$ cat src/rtl/rnaxi_arb_pkg.sv
// Shared types and defaults for the ring-injection arbiter.
// Field widths here are the defaults for the matching rnaxi_arb parameters.
package rnaxi_arb_pkg;

  localparam int unsigned DefNumReq     = 4;
  localparam int unsigned TypeWidth     = 2;
  localparam int unsigned AttrWidth     = 3;
  localparam int unsigned SizeWidth     = 6;
  localparam int unsigned DataWidth     = 32;
  localparam int unsigned MaxBeats      = 64;
  localparam int unsigned LastBeatField = 1;

  localparam logic [TypeWidth-1:0] REQ_TYPE_WRITE = 2'd0;
  localparam logic [TypeWidth-1:0] REQ_TYPE_READ  = 2'd1;
  localparam logic [TypeWidth-1:0] REQ_TYPE_FLUSH = 2'd2;
  localparam logic [TypeWidth-1:0] REQ_TYPE_RES   = 2'd3;

  typedef enum logic [0:0] {
    StIdle,
    StPkt
  } arb_state_e;

  // Index width that stays legal for a single requester.
  function automatic int unsigned idx_width(input int unsigned n);
    return (n > 1) ? $clog2(n) : 1;
  endfunction

endpackage

$ cat src/rtl/rnaxi_rr_pick.sv
// Round-robin priority pick: first set candidate at or after ptr_i, wrapping.
module rnaxi_rr_pick
  import rnaxi_arb_pkg::*;
#(
  parameter int unsigned NumReq = 4,
  localparam int unsigned IdxW = idx_width(NumReq)
) (
  input  logic [NumReq-1:0] cand_i,
  input  logic [IdxW-1:0]   ptr_i,
  output logic              valid_o,
  output logic [IdxW-1:0]   idx_o
);

  int unsigned pos;

  always_comb begin
    valid_o = 1'b0;
    idx_o   = '0;
    pos     = 0;
    for (int unsigned k = 0; k < NumReq; k++) begin
      pos = 32'(ptr_i) + k;
      if (pos >= NumReq) begin
        pos = pos - NumReq;
      end
      if (!valid_o && cand_i[pos[IdxW-1:0]]) begin
        valid_o = 1'b1;
        idx_o   = pos[IdxW-1:0];
      end
    end
  end

endmodule

$ cat src/rtl/rnaxi_arb.sv
// Packet-atomic round-robin arbiter injecting requester beats onto the ring.
// One owner at a time; ownership ends on a last-marked beat or a length overrun.
module rnaxi_arb
  import rnaxi_arb_pkg::*;
#(
  parameter int unsigned NUM_REQ             = DefNumReq,
  parameter int unsigned REQ_TYPE_WIDTH      = TypeWidth,
  parameter int unsigned REQ_ATTR_WIDTH      = AttrWidth,
  parameter int unsigned REQ_SIZE_WIDTH      = SizeWidth,
  parameter int unsigned REQ_DATA_WIDTH      = DataWidth,
  parameter int unsigned REQ_MAX_BEATS       = MaxBeats,
  parameter int unsigned REQ_LAST_BEAT_FIELD = LastBeatField,
  localparam int unsigned IdxW = idx_width(NUM_REQ)
) (
  input  logic                                clk,
  input  logic                                rst,
  input  logic [NUM_REQ-1:0]                  r_req_valid,
  input  logic [NUM_REQ*REQ_TYPE_WIDTH-1:0]   r_req_type,
  input  logic [NUM_REQ*REQ_ATTR_WIDTH-1:0]   r_req_attr,
  input  logic [NUM_REQ*REQ_SIZE_WIDTH-1:0]   r_req_size,
  input  logic [NUM_REQ*REQ_DATA_WIDTH-1:0]   r_req_data,
  input  logic [NUM_REQ-1:0]                  r_req_intr,
  output logic [NUM_REQ-1:0]                  r_req_stall,
  input  logic [NUM_REQ-1:0]                  cfg_en,
  output logic                                d_req_valid,
  output logic [REQ_TYPE_WIDTH-1:0]           d_req_type,
  output logic [REQ_ATTR_WIDTH-1:0]           d_req_attr,
  output logic [REQ_SIZE_WIDTH-1:0]           d_req_size,
  output logic [REQ_DATA_WIDTH-1:0]           d_req_data,
  output logic                                d_req_intr,
  input  logic                                d_req_stall,
  output logic [IdxW-1:0]                     grant_id,
  output logic                                busy,
  output logic                                err_overrun
);

  localparam int unsigned CntW = REQ_SIZE_WIDTH + 1;

  arb_state_e                state_q, state_d;
  logic [IdxW-1:0]           rr_ptr_q, rr_ptr_d;
  logic [IdxW-1:0]           grant_q, grant_d;
  logic [CntW-1:0]           beat_cnt_q, beat_cnt_d;
  logic                      err_q, err_d;
  logic                      dv_q, dv_d;
  logic [REQ_TYPE_WIDTH-1:0] type_q, type_d;
  logic [REQ_ATTR_WIDTH-1:0] attr_q, attr_d;
  logic [REQ_SIZE_WIDTH-1:0] size_q, size_d;
  logic [REQ_DATA_WIDTH-1:0] data_q, data_d;
  logic                      intr_q, intr_d;

  logic                      pick_valid;
  logic [IdxW-1:0]           pick_idx;
  logic                      g_valid, g_intr, g_last;
  logic [REQ_TYPE_WIDTH-1:0] g_type;
  logic [REQ_ATTR_WIDTH-1:0] g_attr, attr_eff;
  logic [REQ_SIZE_WIDTH-1:0] g_size;
  logic [REQ_DATA_WIDTH-1:0] g_data;
  logic                      accept, overrun, release_pkt;

  rnaxi_rr_pick #(
    .NumReq (NUM_REQ)
  ) u_pick (
    .cand_i  (r_req_valid & cfg_en),
    .ptr_i   (rr_ptr_q),
    .valid_o (pick_valid),
    .idx_o   (pick_idx)
  );

  assign g_valid = r_req_valid[grant_q];
  assign g_intr  = r_req_intr[grant_q];
  assign g_type  = r_req_type[32'(grant_q)*REQ_TYPE_WIDTH +: REQ_TYPE_WIDTH];
  assign g_attr  = r_req_attr[32'(grant_q)*REQ_ATTR_WIDTH +: REQ_ATTR_WIDTH];
  assign g_size  = r_req_size[32'(grant_q)*REQ_SIZE_WIDTH +: REQ_SIZE_WIDTH];
  assign g_data  = r_req_data[32'(grant_q)*REQ_DATA_WIDTH +: REQ_DATA_WIDTH];
  assign g_last  = g_attr[REQ_LAST_BEAT_FIELD];

  assign accept      = (state_q == StPkt) && g_valid && !d_req_stall;
  assign overrun     = accept && !g_last && (beat_cnt_q == CntW'(REQ_MAX_BEATS));
  assign release_pkt = accept && (g_last || overrun);

  // An overrun beat is closed off as the packet's last beat.
  always_comb begin
    attr_eff = g_attr;
    if (overrun) begin
      attr_eff[REQ_LAST_BEAT_FIELD] = 1'b1;
    end
  end

  always_comb begin
    state_d    = state_q;
    rr_ptr_d   = rr_ptr_q;
    grant_d    = grant_q;
    beat_cnt_d = beat_cnt_q;
    err_d      = overrun;
    dv_d       = dv_q;
    type_d     = type_q;
    attr_d     = attr_q;
    size_d     = size_q;
    data_d     = data_q;
    intr_d     = intr_q;

    unique case (state_q)
      StIdle: begin
        if (pick_valid) begin
          grant_d    = pick_idx;
          beat_cnt_d = '0;
          state_d    = StPkt;
        end
      end
      StPkt: begin
        if (accept) begin
          beat_cnt_d = beat_cnt_q + CntW'(1);
        end
        if (release_pkt) begin
          state_d  = StIdle;
          rr_ptr_d = (grant_q == IdxW'(NUM_REQ - 1)) ? '0 : grant_q + IdxW'(1);
        end
      end
    endcase

    // Downstream stall freezes the whole output beat.
    if (!d_req_stall) begin
      dv_d   = accept;
      type_d = accept ? g_type : '0;
      attr_d = accept ? attr_eff : '0;
      size_d = accept ? g_size : '0;
      data_d = accept ? g_data : '0;
      intr_d = accept ? g_intr : 1'b0;
    end
  end

  always_ff @(posedge clk or posedge rst) begin
    if (rst) begin
      state_q    <= StIdle;
      rr_ptr_q   <= '0;
      grant_q    <= '0;
      beat_cnt_q <= '0;
      err_q      <= 1'b0;
      dv_q       <= 1'b0;
      type_q     <= '0;
      attr_q     <= '0;
      size_q     <= '0;
      data_q     <= '0;
      intr_q     <= 1'b0;
    end else begin
      state_q    <= state_d;
      rr_ptr_q   <= rr_ptr_d;
      grant_q    <= grant_d;
      beat_cnt_q <= beat_cnt_d;
      err_q      <= err_d;
      dv_q       <= dv_d;
      type_q     <= type_d;
      attr_q     <= attr_d;
      size_q     <= size_d;
      data_q     <= data_d;
      intr_q     <= intr_d;
    end
  end

  always_comb begin
    r_req_stall = '1;
    if (state_q == StPkt) begin
      r_req_stall[grant_q] = d_req_stall;
    end
  end

  assign d_req_valid = dv_q;
  assign d_req_type  = type_q;
  assign d_req_attr  = attr_q;
  assign d_req_size  = size_q;
  assign d_req_data  = data_q;
  assign d_req_intr  = intr_q;
  assign grant_id    = grant_q;
  assign busy        = (state_q == StPkt);
  assign err_overrun = err_q;

endmodule

$ cat config.mk
export PLATFORM = sky130hd
export DESIGN_NAME = rnaxi_arb
export DESIGN_NICKNAME = d
export VERILOG_FILES = /design/src/rtl/rnaxi_arb_pkg.sv /design/src/rtl/rnaxi_rr_pick.sv /design/src/rtl/rnaxi_arb.sv
export SDC_FILE = /design/constraint.sdc
export NUM_CORES = 1
export LEC_CHECK = 0
export ABC_AREA = 1
export CORE_ASPECT_RATIO = 1.25
export CORE_MARGIN = 2
export CORE_UTILIZATION = 40
export CTS_CLUSTER_SIZE = 25
export DETAILED_ROUTE_END_ITERATION = 10
export PLACE_DENSITY = 0.88
export SYNTH_ARGS = -nofsm -noshare
export SYNTH_HDL_FRONTEND = slang
export SYNTH_SLANG_ARGS = --single-unit
$ cat constraint.sdc
create_clock -name clk -period 2.57 [get_ports clk]
set_input_delay 0.3855 -clock clk [delete_from_list [all_inputs] [get_ports clk]]
set_output_delay 0.3855 -clock clk [all_outputs]
set_load 0.03 [all_outputs]
* Yosys cells after proc, flatten, opt, wreduce, memory -nomap -nowiden
Cells that the tools add are included.
Word-level totals: register bits 58, input bits 187
Operators by class: add/sub/neg operators 9, multiply operators 2, $lt $le $gt $ge 10, eq/ne operators 4, shifts and indexed selects 4, mux-type cells 40, bitwise operators 4, reduce and logical (&&, ||, !) cells 18
Operators by type and width (number):
- 128-bit by 8-bit indexed part select with 32-bit output | 1
- 32-bit 2-to-1 mux | 1
- 24-bit by 6-bit indexed part select with 6-bit output | 1
- 2-bit 2-to-1 mux | 10
- 2-bit by 3-bit less-than comparator with 1-bit output (second input constant) | 5
- 1-bit 2-to-1 mux | 15
- 7-bit 2-to-1 mux | 2
- 7-bit case mux with 2 select lines | 1
- 1-bit binary-select mux with 2-bit select | 6
- 12-bit by 5-bit indexed part select with 3-bit output | 1
- 3-bit greater-or-equal comparator (second input constant) | 3
- 1-bit logical AND | 9
- 2-bit by 2-bit multiplier with 4-bit output (second input constant) | 2
- 8-bit by 4-bit indexed part select with 2-bit output | 1
- 2-bit by 1-bit subtractor with 2-bit output (second input constant) | 4
- 7-bit by 1-bit adder with 7-bit output (second input constant) | 1
- 7-bit equality test (second input constant) | 1
- 2-bit by 2-bit adder with 3-bit output (second input constant) | 2
- 6-bit 2-to-1 mux | 1
- 2-bit AND reduction | 3
- 1-bit zero test | 5
- 4-bit AND | 1
- 4-bit 2-to-1 mux | 1
- 4-bit NOT | 1
- other kinds (13) | 13

* Logic depth before layout (Yosys ltp)
depth after elaboration 16, gate-level depth with buffers 12, gate-level depth less buffers 11

* By module
From an unflattened synthesis, not the netlist that was laid out.
Second synthesis, totals: cells, all modules 664, area total of the unflattened synthesis 4206.5 sq um
By module, submodules not included:
- rnaxi_arb | instances 1, cells each 605, area each 3887.5 sq um, sequential area each 1451.4 sq um
- rnaxi_rr_pick | instances 1, cells each 59, area each 319.1 sq um, sequential area each 0.0 sq um

* Least setup slack after synthesis
OpenSTA, ideal clock, no wires.
path type reg-to-output, start register grant_q[1], in the netlist grant_id[1], end output r_req_stall[1], arrival time 1.466 ns, data required time 2.184 ns, setup slack 0.718 ns, cell stages (with the launch flop) 6, buffers on the path 2, cells stage by stage dfrtp_1 > inv_2 > buf_2 > buf_2 > ha_1 > nand2_1
On the way: word-level cells in the longest chain between the ends 7
Ends and longest elaborated chain:
- from (decl) | line rnaxi_arb.sv:41 | logic [IdxW-1:0] grant_q, grant_d;
- from (signal assigned) | line rnaxi_arb.sv:148 | grant_q <= grant_d;
- 2-bit by 3-bit less-than comparator with 1-bit output (not written as such) or 2-bit by 1-bit greater-or-equal comparator with 1-bit output (tied branches) | line rnaxi_arb.sv:163 | r_req_stall[grant_q] = d_req_stall;
- 1-bit logical AND (not written as such) | line rnaxi_arb.sv:163
- 1-bit 2-to-1 mux (not written as such) | line rnaxi_arb.sv:163
- 1-bit demux with 2-bit select * | line rnaxi_arb.sv:163
- 4-bit NOT (no source line) *
- 4-bit OR (no source line) *
- 4-bit 2-to-1 mux * | line rnaxi_arb.sv:162 | if (state_q == StPkt) begin
- to (decl) | line rnaxi_arb.sv:23 | output logic [NUM_REQ-1:0] r_req_stall,
Every way passes the cells marked *; elsewhere a longest branch is shown, timed or not.

* Final worst setup path
start register grant_q[0], in the netlist grant_id[0], end output grant_id[0]
RTL lines:
- to (decl) | line rnaxi_arb.sv:32 | output logic [IdxW-1:0] grant_id,
No word-level cell between the ends.

==> results.sh <==
export IMPL_outcome="finished clean"
export IMPL_crit_required_ns=2.18
export IMPL_cts_setup_buffers=0
export IMPL_ant_nets=0
export IMPL_fin_crit_ns=2.24
export IMPL_slowest_stage="clkdlybuf4s50_1"
export IMPL_fmax_mhz=447
export IMPL_cts_sinks=58
export IMPL_synth_fp_nets=825
export IMPL_gp_congestion=0.889
export IMPL_tightest_slew_ns=0.619
export IMPL_p_leak_nw=3.24
export IMPL_routed_wl_microns=14100
export IMPL_vias=4940
export IMPL_seq_area_frac_synth=0.360
export IMPL_relSlewSlack=0.587
export IMPL_portBuffers=239
export IMPL_cts_resized=0
export IMPL_cts_max_level=3
export IMPL_cts_buffer_depth=2
export IMPL_cp_max_fo=42
export IMPL_post_route_util=0.702
export IMPL_synth_ff_type="dfrtp_1"
export IMPL_syn_inst=632
export IMPL_grt_ovfl_total=0
export IMPL_hold_class="input pin to asynchronous set/reset pin"
export IMPL_die_h_microns=116
export IMPL_drv_slew=0
export IMPL_grt_max_degree=65
export IMPL_grtUsageTotal=0.256
export IMPL_grt_pass1_vias=4891
export IMPL_place_hpwl_microns=10900
export IMPL_path_class="flop to output port"
export IMPL_cp_start_kind="flop"
export IMPL_post_route_drc_count=0
export IMPL_regArea_sq_um=1460
export IMPL_crit_buf_inv=2
export IMPL_rows=40
export IMPL_cts_inserted_buffers=9
export IMPL_fillers=787
export IMPL_synth_area_top_cells="dfrtp_1, nand2_1, o21ai_0"
export IMPL_firstDrtPassIters=5
export IMPL_final_nets=1046
export IMPL_cts_root_buf="clkbuf_16"
export IMPL_core_area_sq_um=9710
export IMPL_synth_avg_cell_area_sq_um=6.37
export IMPL_peakVddDrop_mv=0.610
export IMPL_drv_cap=0
export IMPL_synth_top_cells_by_count="nand2_1, o21ai_0, dfrtp_1, nand3_1, inv_1"
export IMPL_grt_pass1_wl_microns=22300
export IMPL_end_kind="output port"
export IMPL_start_util=0.415
export IMPL_yosys_area_top_type="dfrtp_1"
export IMPL_powerDensity_nw_per_um2=1070
export IMPL_tritoncts="built"
export IMPL_fin_crit_sh=0.870
export IMPL_layout_drive_gt1_share=0.0571
export IMPL_clock_latency_ns=0.31
export IMPL_n_antenna_cell=0
export IMPL_hold_ws_ns=0.442
export IMPL_synth_top_area_frac=0.360
export IMPL_cp_depth=2
export IMPL_ys_seq_elements=58
export IMPL_routedWlPerCell_microns=14.3
export IMPL_die_w_microns=93.7
export IMPL_clk_pin_slew_ns=0.05
export IMPL_antenna_found_initial=0
export IMPL_setup_violations_final=0
export IMPL_multi_input_area_sq_um=2160
export IMPL_synthArstFlopShare=1.00
export IMPL_clock_skew_ns=0.00518
export IMPL_ios=240
export IMPL_viasPerCell=5.02
export IMPL_cp_top_family="buffers and inverters"
export IMPL_rsz0062_at_grt="false"
export IMPL_crit_arrival_ns=1.85
export IMPL_dp_slack_ns=0.613
export IMPL_crit_chain="buf_4 > clkdlybuf4s50_1"
export IMPL_netlist_area_sq_um=4030
export IMPL_yosysUniqueCellTypes=27
export IMPL_cts_hold_buf=0
export IMPL_reg2reg_depth=6
export IMPL_synth_edf_count=0
export IMPL_slowest_delay_ns=0.74
export IMPL_layout_setup_ws_ns=0.333
export IMPL_drt_iter0_drc=223
export IMPL_setup_tns_ns=0
export IMPL_synthToLayoutAreaGrowth_pct=69.4
export IMPL_hold_viol=0
export IMPL_synth_most_common_cell="nand2_1"
export IMPL_yosysWarningCount=0
export IMPL_dieArea_sq_um=10900
==> sequential cells by signal, summed over array words and instances (netlist names) <==
signal and flops:
beat_cnt_q 7, busy 1, d_req_attr 3, d_req_data 32, d_req_intr 1, d_req_size 6
d_req_type 2, d_req_valid 1, err_overrun 1, grant_id 2, rr_ptr_q 2
==> kinds of logic (layout without fill, tap and decap cells) <==
group	after synthesis	in the layout	share of synthesized area
buffers and inverters	100	326	0.103
adders and majority gates	6	6	0.0186
DFF	58	58	0.360
and+or+nand+nor	322	322	0.331
xor gates and xnor gates	5	5	0.0109
AOI/OAI and AO/OA	141	141	0.176
==> power breakdown <==
part / switching [mW] / leakage [nW] / total (mW) / internal [mW]
registers: 0.297 / 0.768 / 1.62 / 1.32
logic: 2.68 / 2.31 / 4.33 / 1.65
clock network: 0.398 / 0.165 / 1.32 / 0.925
==> stage by stage <==
| stage | std cells | cell area (sq um) | power, mW |
|---|---|---|---|
| floorplan | 632 | 4030 | 4.33 |
| global placement | 968 | 6480 | 5.81 |
| detailed placement | 968 | 6480 | 5.94 |
| CTS | 984 | 6820 | 7.30 |
| global route | 984 | 6820 | 7.81 |
| finish | 984 | 6820 | 7.28 |
==> metal layers <==
metal / up-vias / part of all wire / GRT usage
met5: - / 0 / 0
met4: 0 / 0.030 / 0.0986
met3: 42 / 0.063 / 0.0639
met2: 205 / 0.53 / 0.471
met1: 2230 / 0.38 / 0.281
li1: 2463 / - / -
==> placed cells by master, fill, tap and decap left out, types with 3 or more instances in the layout <==
cell type,instances
nand2_1,233
nand3_1,58
nand2_2,4
nor2_1,16
xor2_1,4
buf_4,12
ha_1,6
clkbuf_16,9
inv_2,4
o21ai_0,80
clkbuf_8,3
clkdlybuf4s50_1,236
dfrtp_1,57
nor2_2,4
inv_1,54
o21ai_1,14
a21oi_1,46
==> layout make-up <==
class | instances | area share
flip-flops and latches | 58 | 0.213
clock inverters | 4 | 0.0106
clock buffers | 12 | 0.0391
multi-input cells | 474 | 0.317
well taps | 126 | 0.0231
repair buffers | 250 | 0.363
inverters | 60 | 0.0334
==> worst paths after layout <==
| kind | endpoint | from | slack, ns |
|---|---|---|---|
| max in group asynchronous | grant_id[0] | rst | 1.54 |
| max | grant_id[0] | grant_id[0] | 0.33 |
| min in group clk | d_req_data[22] | d_req_data[22] | 0.48 |
| min reg2reg | d_req_data[22] | d_req_data[22] | 0.48 |
| max reg2reg | d_req_data[22] | grant_id[1] | 0.58 |
| min | d_req_size[5] | rst | 0.44 |
Note: power is estimated with default switching activity, not from simulation.
